--- config.mk ---
export PLATFORM = sky130hd
export DESIGN_NAME = issue_scoreboard_flat
export DESIGN_NICKNAME = d
export VERILOG_FILES = /design/src/rtl/issue_scoreboard_pkg.sv /design/src/rtl/issue_scoreboard_if.sv /design/src/rtl/issue_scoreboard_hazard_match.sv /design/src/rtl/issue_scoreboard.sv /design/src/flat_wrapper.sv
export SDC_FILE = /design/constraint.sdc
export NUM_CORES = 1
export LEC_CHECK = 0
export BUFFER_PORTS_ARGS = -buffer_cell sky130_fd_sc_hd__buf_2
export CAP_MARGIN = 20
export CORE_MARGIN = 4
export CORE_UTILIZATION = 55
export DETAILED_ROUTE_END_ITERATION = 6
export PLACE_DENSITY_LB_ADDON = 0.3
export SYNTH_ARGS = -nofsm -noshare
export SYNTH_HDL_FRONTEND = slang
export SYNTH_SLANG_ARGS = --single-unit
--- constraint.sdc ---
create_clock -name clk -period 7.2 [get_ports clk]
set_input_delay 0.36 -clock clk [delete_from_list [all_inputs] [get_ports clk]]
set_output_delay 0.36 -clock clk [all_outputs]
set_load 0.02 [all_outputs]
--- src/rtl/issue_scoreboard_pkg.sv ---
// issue_scoreboard_pkg: shared register-id, latency-class and reservation-slot types
package issue_scoreboard_pkg;
  localparam int REG_W = 5;
  localparam int DEF_NUM_SLOTS = 8;
  localparam int DEF_ALU_LAT = 2;
  localparam int DEF_MEM_LAT = 3;
  localparam int DEF_MUL_LAT = 6;
  typedef logic [REG_W-1:0] regid_t;
  typedef enum logic [1:0] {LAT_ALU, LAT_MEM, LAT_MUL} lat_class_t;
  typedef struct packed {
    logic   valid;
    regid_t dst;
  } slot_t;
  function automatic int lat_of(lat_class_t c, int alu, int mem, int mul);
    return c == LAT_MUL ? mul : c == LAT_MEM ? mem : alu;
  endfunction
endpackage

--- src/rtl/issue_scoreboard_if.sv ---
// issue_scoreboard_if: decoder-to-scoreboard issue handshake
interface issue_scoreboard_if;
  import issue_scoreboard_pkg::*;
  logic       issue_valid;
  regid_t     issue_r1;
  regid_t     issue_r2;
  logic       issue_use_r1;
  logic       issue_use_r2;
  regid_t     issue_dst;
  logic       issue_wr;
  lat_class_t issue_class;
  logic       issue_ready;
  modport master (
    output issue_valid, issue_r1, issue_r2, issue_use_r1, issue_use_r2,
           issue_dst, issue_wr, issue_class,
    input  issue_ready
  );
  modport slave (
    input  issue_valid, issue_r1, issue_r2, issue_use_r1, issue_use_r2,
           issue_dst, issue_wr, issue_class,
    output issue_ready
  );
endinterface

--- src/rtl/issue_scoreboard_hazard_match.sv ---
// issue_scoreboard_hazard_match: hit when a nonzero regid matches any valid slot at index >= START
module issue_scoreboard_hazard_match
  import issue_scoreboard_pkg::*;
#(
  parameter int NUM_SLOTS = DEF_NUM_SLOTS,
  parameter int START     = 1
) (
  input  regid_t                 reg_i,
  input  slot_t [NUM_SLOTS-1:0]  slots_i,
  output logic                   hit_o
);
  always_comb begin
    hit_o = 1'b0;
    for (int k = START; k < NUM_SLOTS; k++)
      hit_o = hit_o | (slots_i[k].valid && slots_i[k].dst == reg_i && reg_i != '0);
  end
endmodule

--- src/rtl/issue_scoreboard.sv ---
// issue_scoreboard: writeback-slot shift register stalling issue on RAW, WAW and write-port conflicts
module issue_scoreboard
  import issue_scoreboard_pkg::*;
#(
  parameter int NUM_SLOTS = DEF_NUM_SLOTS,
  parameter int ALU_LAT   = DEF_ALU_LAT,
  parameter int MEM_LAT   = DEF_MEM_LAT,
  parameter int MUL_LAT   = DEF_MUL_LAT
) (
  input  logic                clk,
  input  logic                rst_n,
  issue_scoreboard_if.slave   iss,
  input  logic                freeze,
  input  logic                flush,
  output logic                wb_valid,
  output regid_t              wb_dst,
  output logic [3:0]          pending
);
  if (!(1 <= ALU_LAT && ALU_LAT <= MEM_LAT && MEM_LAT <= MUL_LAT &&
        MUL_LAT <= NUM_SLOTS && NUM_SLOTS <= 15)) begin : g_bad_params
    $error("issue_scoreboard: illegal latency/slot parameters");
  end
  typedef slot_t [NUM_SLOTS-1:0] slot_vec_t;
  slot_vec_t  slots_q, slots_d;
  logic [3:0] pending_q, pending_d;
  logic       hit_r1, hit_r2, hit_dst;
  logic       port_conf, reserve_req, hazard, accept;
  int         lat;
  issue_scoreboard_hazard_match #(.NUM_SLOTS(NUM_SLOTS), .START(1)) u_r1 (
    .reg_i(iss.issue_r1), .slots_i(slots_q), .hit_o(hit_r1));
  issue_scoreboard_hazard_match #(.NUM_SLOTS(NUM_SLOTS), .START(1)) u_r2 (
    .reg_i(iss.issue_r2), .slots_i(slots_q), .hit_o(hit_r2));
  issue_scoreboard_hazard_match #(.NUM_SLOTS(NUM_SLOTS), .START(1)) u_dst (
    .reg_i(iss.issue_dst), .slots_i(slots_q), .hit_o(hit_dst));
  always_comb begin
    lat = lat_of(iss.issue_class, ALU_LAT, MEM_LAT, MUL_LAT);
    port_conf = 1'b0;
    for (int k = 0; k < NUM_SLOTS; k++)
      if (k == lat) port_conf = slots_q[k].valid;
    reserve_req = iss.issue_wr && iss.issue_dst != '0;
    hazard = (iss.issue_use_r1 && hit_r1) || (iss.issue_use_r2 && hit_r2) ||
             (iss.issue_wr && hit_dst) || (reserve_req && port_conf);
    iss.issue_ready = rst_n && !freeze && !flush && !hazard;
    accept = iss.issue_valid && iss.issue_ready;
  end
  // the slot at lat-1 is always free after the shift because port_conf checked slot[lat]
  always_comb begin
    slots_d = slots_q;
    if (flush) slots_d = '0;
    else if (!freeze) begin
      slots_d = slots_q >> $bits(slot_t);
      for (int k = 0; k < NUM_SLOTS; k++)
        if (accept && reserve_req && k == lat - 1) slots_d[k] = '{valid: 1'b1, dst: iss.issue_dst};
    end
    pending_d = '0;
    for (int k = 0; k < NUM_SLOTS; k++)
      pending_d = pending_d + 4'(slots_d[k].valid);
  end
  always_ff @(posedge clk or negedge rst_n)
    if (!rst_n) begin
      slots_q   <= '0;
      pending_q <= '0;
    end else begin
      slots_q   <= slots_d;
      pending_q <= pending_d;
    end
  assign wb_valid = slots_q[0].valid;
  assign wb_dst   = slots_q[0].dst;
  assign pending  = pending_q;
endmodule
--- src/flat_wrapper.sv ---
// flat-port wrapper written by rule: the top's interface ports become plain ports
module issue_scoreboard_flat import issue_scoreboard_pkg::*;
#(
  parameter int NUM_SLOTS = DEF_NUM_SLOTS,
  parameter int ALU_LAT   = DEF_ALU_LAT,
  parameter int MEM_LAT   = DEF_MEM_LAT,
  parameter int MUL_LAT   = DEF_MUL_LAT
)
  (clk, rst_n, freeze, flush, wb_valid, wb_dst, pending, iss_issue_valid, iss_issue_r1, iss_issue_r2, iss_issue_use_r1, iss_issue_use_r2, iss_issue_dst, iss_issue_wr, iss_issue_class, iss_issue_ready);
  issue_scoreboard_if iss_i ();
  input  logic clk;
  input  logic rst_n;
  input  logic freeze;
  input  logic flush;
  output logic wb_valid;
  output regid_t wb_dst;
  output logic [3:0] pending;
  input wire logic [$bits(iss_i.issue_valid)-1:0] iss_issue_valid;
  input wire logic [$bits(iss_i.issue_r1)-1:0] iss_issue_r1;
  input wire logic [$bits(iss_i.issue_r2)-1:0] iss_issue_r2;
  input wire logic [$bits(iss_i.issue_use_r1)-1:0] iss_issue_use_r1;
  input wire logic [$bits(iss_i.issue_use_r2)-1:0] iss_issue_use_r2;
  input wire logic [$bits(iss_i.issue_dst)-1:0] iss_issue_dst;
  input wire logic [$bits(iss_i.issue_wr)-1:0] iss_issue_wr;
  input wire logic [$bits(iss_i.issue_class)-1:0] iss_issue_class;
  output wire logic [$bits(iss_i.issue_ready)-1:0] iss_issue_ready;
  assign iss_i.issue_valid = iss_issue_valid;
  assign iss_i.issue_r1 = iss_issue_r1;
  assign iss_i.issue_r2 = iss_issue_r2;
  assign iss_i.issue_use_r1 = iss_issue_use_r1;
  assign iss_i.issue_use_r2 = iss_issue_use_r2;
  assign iss_i.issue_dst = iss_issue_dst;
  assign iss_i.issue_wr = iss_issue_wr;
  assign iss_i.issue_class = iss_issue_class;
  assign iss_issue_ready = iss_i.issue_ready;
  issue_scoreboard #(.NUM_SLOTS(NUM_SLOTS), .ALU_LAT(ALU_LAT), .MEM_LAT(MEM_LAT), .MUL_LAT(MUL_LAT)) u_core (.clk(clk), .rst_n(rst_n), .iss(iss_i), .freeze(freeze), .flush(flush), .wb_valid(wb_valid), .wb_dst(wb_dst), .pending(pending));
endmodule
Yosys cells after proc, flatten, opt, wreduce, memory -nomap -nowiden
Index checks and enable logic that the tools add are counted.
{"block": "op_classes", "addsub": 8, "multipliers": 0, "div_mod_pow": 0, "n_lt_le_gt_ge": 0, "n_eq_ne": 38, "shifts": 0, "mux": 20, "n_bitwise": 18, "reduce_logical": 71}
{"operator": "4-bit by 32-bit == test with 1-bit output, first input constant", "n": 8}
{"operator": "3-bit by 32-bit == test with 1-bit output, first input constant", "n": 4}
{"operator": "5-bit == test", "n": 21}
{"operator": "48-bit 2-to-1 mux", "n": 2}
{"operator": "2-bit by 32-bit == test with 1-bit output, first input constant", "n": 2}
{"operator": "32-bit zero test", "n": 2}
{"operator": "1-bit logical AND", "n": 60}
{"operator": "6-bit 2-to-1 mux", "n": 8}
{"operator": "32-bit 2-to-1 mux", "n": 1}
{"operator": "32-bit by 2-bit subtractor with 32-bit output, second input constant", "n": 1}
{"operator": "4-bit by 1-bit adder with 4-bit output", "n": 6}
{"operator": "1-bit bitwise OR", "n": 18}
{"operator": "5-bit nonzero test", "n": 3}
{"operator": "1-bit 2-to-1 mux", "n": 9}
{"operator": "1-bit zero test", "n": 3}
{"operator": "1-bit logical OR", "n": 3}
{"operator": "1-bit by 1-bit adder with 2-bit output", "n": 1}
{"operator": "2-bit by 1-bit == test with 1-bit output, second input constant", "n": 1}
{"operator": "2-bit == test, second input constant", "n": 1}
{"operator": "2-bit by 1-bit != test with 1-bit output, second input constant", "n": 1}
{"block": "word_totals", "ff_bits": 52, "latchBits": 0, "mem_bits_rw": 0, "rom_bits": 0, "inputBits": 25, "word_cells": 172, "mem_count": 0}

Depth between registers and ports, before layout
{"block": "logic_depth", "ltp_word": 29, "mapped_depth": 19}

Cells and area by module
Synthesis repeated with hierarchy kept, for this count alone.
{"block": "hier_totals", "cells_unflattened": 412, "area_unflattened_um2": 3926.3}
{"module": "issue_scoreboard", "instances": 1, "cells_each": 238, "area_per_inst_um2": 2518.7}
{"module": "issue_scoreboard_hazard_match", "instances": 3, "cells_each": 58, "area_per_inst_um2": 469.2}

Worst setup path after synthesis
No wires, ideal clock.
{"block": "synth_timing", "path_kind": "input to register", "start": "input port iss_issue_class[0]", "end": "register u_core.pending_q[2], in the netlist u_core.pending[2]", "arrival_ps": 4529, "slack_ps": 2549, "stages": 19, "path_buffers": 1, "path_cell_list": "inv_1 -> ha_1 -> and3b_1 -> a211oi_1 -> a21oi_1 -> a311oi_2 -> a31oi_2 -> nor4_2 -> buf_6 -> nor3_1 -> nor3_1 -> ha_1 -> inv_1 -> fa_1 -> fa_1 -> inv_1 -> fa_1 -> fa_1 -> xor2_1"}
{"element": "start, declared", "line_no": "flat_wrapper.sv:25", "source": "input wire logic [$bits(iss_i.issue_class)-1:0] iss_issue_class;"}
{"element": "end signal, assigned", "line_no": "issue_scoreboard.sv:65", "source": "pending_q <= pending_d;"}
{"element": "end, declared", "line_no": "issue_scoreboard.sv:25", "source": "logic [3:0] pending_q, pending_d;"}

==> flow_metrics.py <==
metrics = {
    "layout": {
        "instances_no_fill": 451,
        "final-seq-area_mm2": 0.00118,
        "n_antenna_cell": 0,
        "multi_input_area_mm2": 0.00222,
        "drive_gt1_share_pct": 21.1,
        "nFillCells": 552,
        "layout.nets": 408,
        "syn_to_final_growth_pct": 3.30,
    },
    "synthesis": {
        "netlist_instances": 372,
        "async_flop_share_pct": 100,
        "synth-seq-cells": 47,
        "ys_seq_area_share_pct": 31.3,
        "yosysWarnings": 0,
        "yosys_most_used_dff": "dfrtp_1",
        "synth_nets": 407,
        "synth_cell_types": 47,
        "post_synth.cell_area_avg_um2": 10.1,
        "syn_area_mm2": 0.00375,
        "synth_edf_count": 0,
    },
    "floorplanning": {
        "coreArea_mm2": 0.00649,
        "die_w_um": 90.6,
        "num_rows": 29,
        "start_util_pct": 57.8,
        "dieArea_mm2": 0.00821,
        "die_h_um": 90.6,
        "ios": 36,
    },
    "critical_path": {
        "worstSetupEndpointType": "flip-flop",
        "critPathRequiredTime_ps": 7400,
        "crit_chain": "xor2_1, nor4_1, a311oi_2, a31oi_2, nor4_2, buf_4, nor3_1, nor3_1, ha_1, inv_1, fa_1, fa_1, inv_1, fa_1, fa_1, xor2_1",
        "crit_arrival_ps": 5160,
        "worstPathMaxFanout": 11,
        "path_class": "reg -> reg",
        "slowest_delay_ps": 630,
        "crit_path_top_delay_cell": "nor4_1",
        "critPathLaunchType": "flip-flop",
        "worst_path_most_repeated_cell": "fa_1",
    },
    "sta": {
        "fin_crit_sh_pct": 68.9,
        "setup_viol": 0,
        "fin_skew_ps": 4.84,
        "whs_ps": 145,
        "finalCriticalPeriod_ps": 4960,
        "rsz0062_at_grt": "no",
        "tns_ps": 0,
        "hold_viol": 0,
        "worstMarginPinSlew_ps": 895,
        "slew_headroom_pct": 40.4,
        "fmax_ghz": 0.202,
        "slew_violations": 0,
    },
    "global_route": {
        "antenna_found_initial": 0,
        "grt_usage_pct": 23.6,
        "grt.overflow.total": 0,
        "first_global_vias": 2884,
        "grt_max_degree": 64,
        "grt_pass1_wl_um": 15500,
    },
    "detailed_routing": {
        "wl_per_cell_um": 20.7,
        "ant_nets": 0,
        "vias": 2779,
        "drc": 0,
        "viasPerCell": 6.16,
        "dr.pass1.iters": 4,
        "wirelength_um": 9340,
        "drt_iter0_drc": 229,
    },
    "placement": {
        "dp_cells": 443,
        "gp_congestion": 0.955,
        "portBuffers": 35,
        "hpwl_um": 6580,
    },
    "power_and_ir_drop": {
        "vdd_drop_max_mv": 0.106,
        "p_total_uw": 648,
        "total_leakage_power_nw": 1.81,
        "powerDensity_mw_per_mm2": 167,
    },
    "run_status": {
        "outcome": "complete, no violations",
    },
    "clock_tree": {
        "cts_resized": 0,
        "path_clk_slew_ps": 90,
        "post_cts_buffers": 0,
        "cts_sinks": 47,
        "cts-buffers-inserted": 5,
        "clock_latency_ps": 300,
        "htree_levels": 2,
        "clock_path_buffers": 2,
        "cts_hold_buf": 0,
        "cts_tree": "yes",
        "cts_root_buf": "clkbuf_8",
    },
    "flow_run": {
        "maxCapViolations": 0,
    },
    "min_path": {
        "hold_path.class": "in -> async",
    },
}
## area by class of cell
class,count,share of cell area [%]
tap,77,2.48
multi-input combinational,269,57.3
timing repair buffer,40,5.49
sequential,47,30.3
clock inverter,2,1.55
inverter,10,0.968
clock buffer,6,1.87
## critical path, delay by kind of cell (launching register included)
family	cells	cell delay (ps)
and+or+nand+nor	4	970
adders and majority gates	5	2210
DFF	1	480
AOI/OAI and AO/OA	2	520
xor gates and xnor gates	2	350
buffers and inverters	3	310
## per-stage QoR
| stage | cell area [um^2] | setup WS [ps] | utilization [%] |
|---|---|---|---|
| 2_1_floorplan | 3750 | 2550 | - |
| 3_3_place_gp | 3740 | 2210 | 57.7 |
| 3_5_place_dp | 3740 | 2080 | 57.7 |
| 4_1_cts | 3880 | 2320 | 59.7 |
| 5_1_grt | 3880 | 2010 | 59.7 |
| 6_report | 3880 | 2240 | 59.7 |
## flip-flops by register name, indices dropped and copies added, names as in the netlist
register and cells:
u_core.pending 4, u_core.wb_dst 5, u_core.wb_valid 1, u_core.slots_q 37
## report_power, final
group / switching (mW) / internal, mW
Sequential: 0.0173 / 0.274
Clock: 0.0939 / 0.139
Combinational: 0.0744 / 0.0497
## cell usage in the layout, fill, tap and decap left out, types with 3 or more instances in the layout
cell | netlist | final
ha_1 | 6 | 6
a21oi_1 | 3 | 3
nor3_1 | 14 | 14
nor4_2 | 3 | 3
nand3_1 | 9 | 9
nor2_1 | 23 | 23
a2111oi_2 | 13 | 13
and3_1 | 3 | 3
or4_1 | 3 | 3
a22o_1 | 4 | 4
dfrtp_1 | 47 | 47
buf_2 | 15 | 35
nor3_2 | 9 | 9
nor2b_1 | 20 | 20
inv_1 | 10 | 10
a31oi_1 | 5 | 5
buf_4 | 12 | 5
fa_1 | 4 | 4
clkbuf_8 | 1 | 5
nor4_1 | 16 | 16
xor2_1 | 67 | 67
mux2i_1 | 19 | 19
xnor2_1 | 24 | 24
## cells by family after synthesis
family	after synthesis	share of synthesized area (%)
buffers and inverters	56	9.47
AND/OR/NAND/NOR	111	18.0
AO/OA/AOI/OAI	38	10.8
adder cells (fa/ha/maj)	10	4.13
flip-flops	47	31.3
XOR/XNOR	91	21.2
multiplexers	19	5.07
## synth_stat cells, types with 2 or more instances
| library cell | number | area, um^2 |
|---|---|---|
| nand3_1 | 9 | 45.0 |
| a31oi_2 | 2 | 25.0 |
| or4_1 | 3 | 22.5 |
| buf_4 | 12 | 90.1 |
| fa_1 | 4 | 80.1 |
| o21ai_1 | 2 | 10.0 |
| a22o_1 | 4 | 35.0 |
| nor3_2 | 9 | 90.1 |
| nor2b_1 | 20 | 125 |
| ha_1 | 6 | 75.1 |
| a31oi_1 | 5 | 31.3 |
| inv_1 | 10 | 37.5 |
| buf_6 | 9 | 101 |
| a21oi_1 | 3 | 15.0 |
| dfrtp_1 | 47 | 1180 |
| nor4_2 | 3 | 37.5 |
| buf_2 | 15 | 75.1 |
| a2111oi_0 | 2 | 17.5 |
| nand4_1 | 2 | 12.5 |
| xnor2_1 | 24 | 210 |
| nor4_1 | 16 | 100 |
| mux2i_1 | 19 | 190 |
| clkbuf_1 | 5 | 18.8 |
| clkbuf_2 | 3 | 15.0 |
| xor2_1 | 67 | 587 |
| a2111oi_2 | 13 | 195 |
| nor2_1 | 23 | 86.3 |
| and3_1 | 3 | 18.8 |
| nor3_1 | 14 | 70.1 |
## metal layers
| metal | vias up | GRT usage, % | wire length [um] |
|---|---|---|---|
| met5 | - | 0 | 0 |
| met3 | 20 | 4.33 | 735 |
| met4 | 0 | 7.65 | 225 |
| met2 | 116 | 37.4 | 4430 |
| li1 | 1271 | - | - |
| met1 | 1372 | 32.6 | 3940 |
## final timing paths
kind,startpoint,to,slack (ps),cells past startpoint
worst max-delay path,u_core.slots_q[14],u_core.pending[2],2240,16
min in group clk,iss_issue_dst[0],u_core.slots_q[36],510,2
max in group asynchronous,rst_n,u_core.slots_q[13],6650,2
worst max register to register,u_core.slots_q[14],u_core.pending[2],2240,16
worst min-delay path,rst_n,u_core.pending[2],140,2
worst min register to register,u_core.wb_dst[2],u_core.wb_dst[2],520,2
Note: power is estimated with default switching activity, not from simulation.
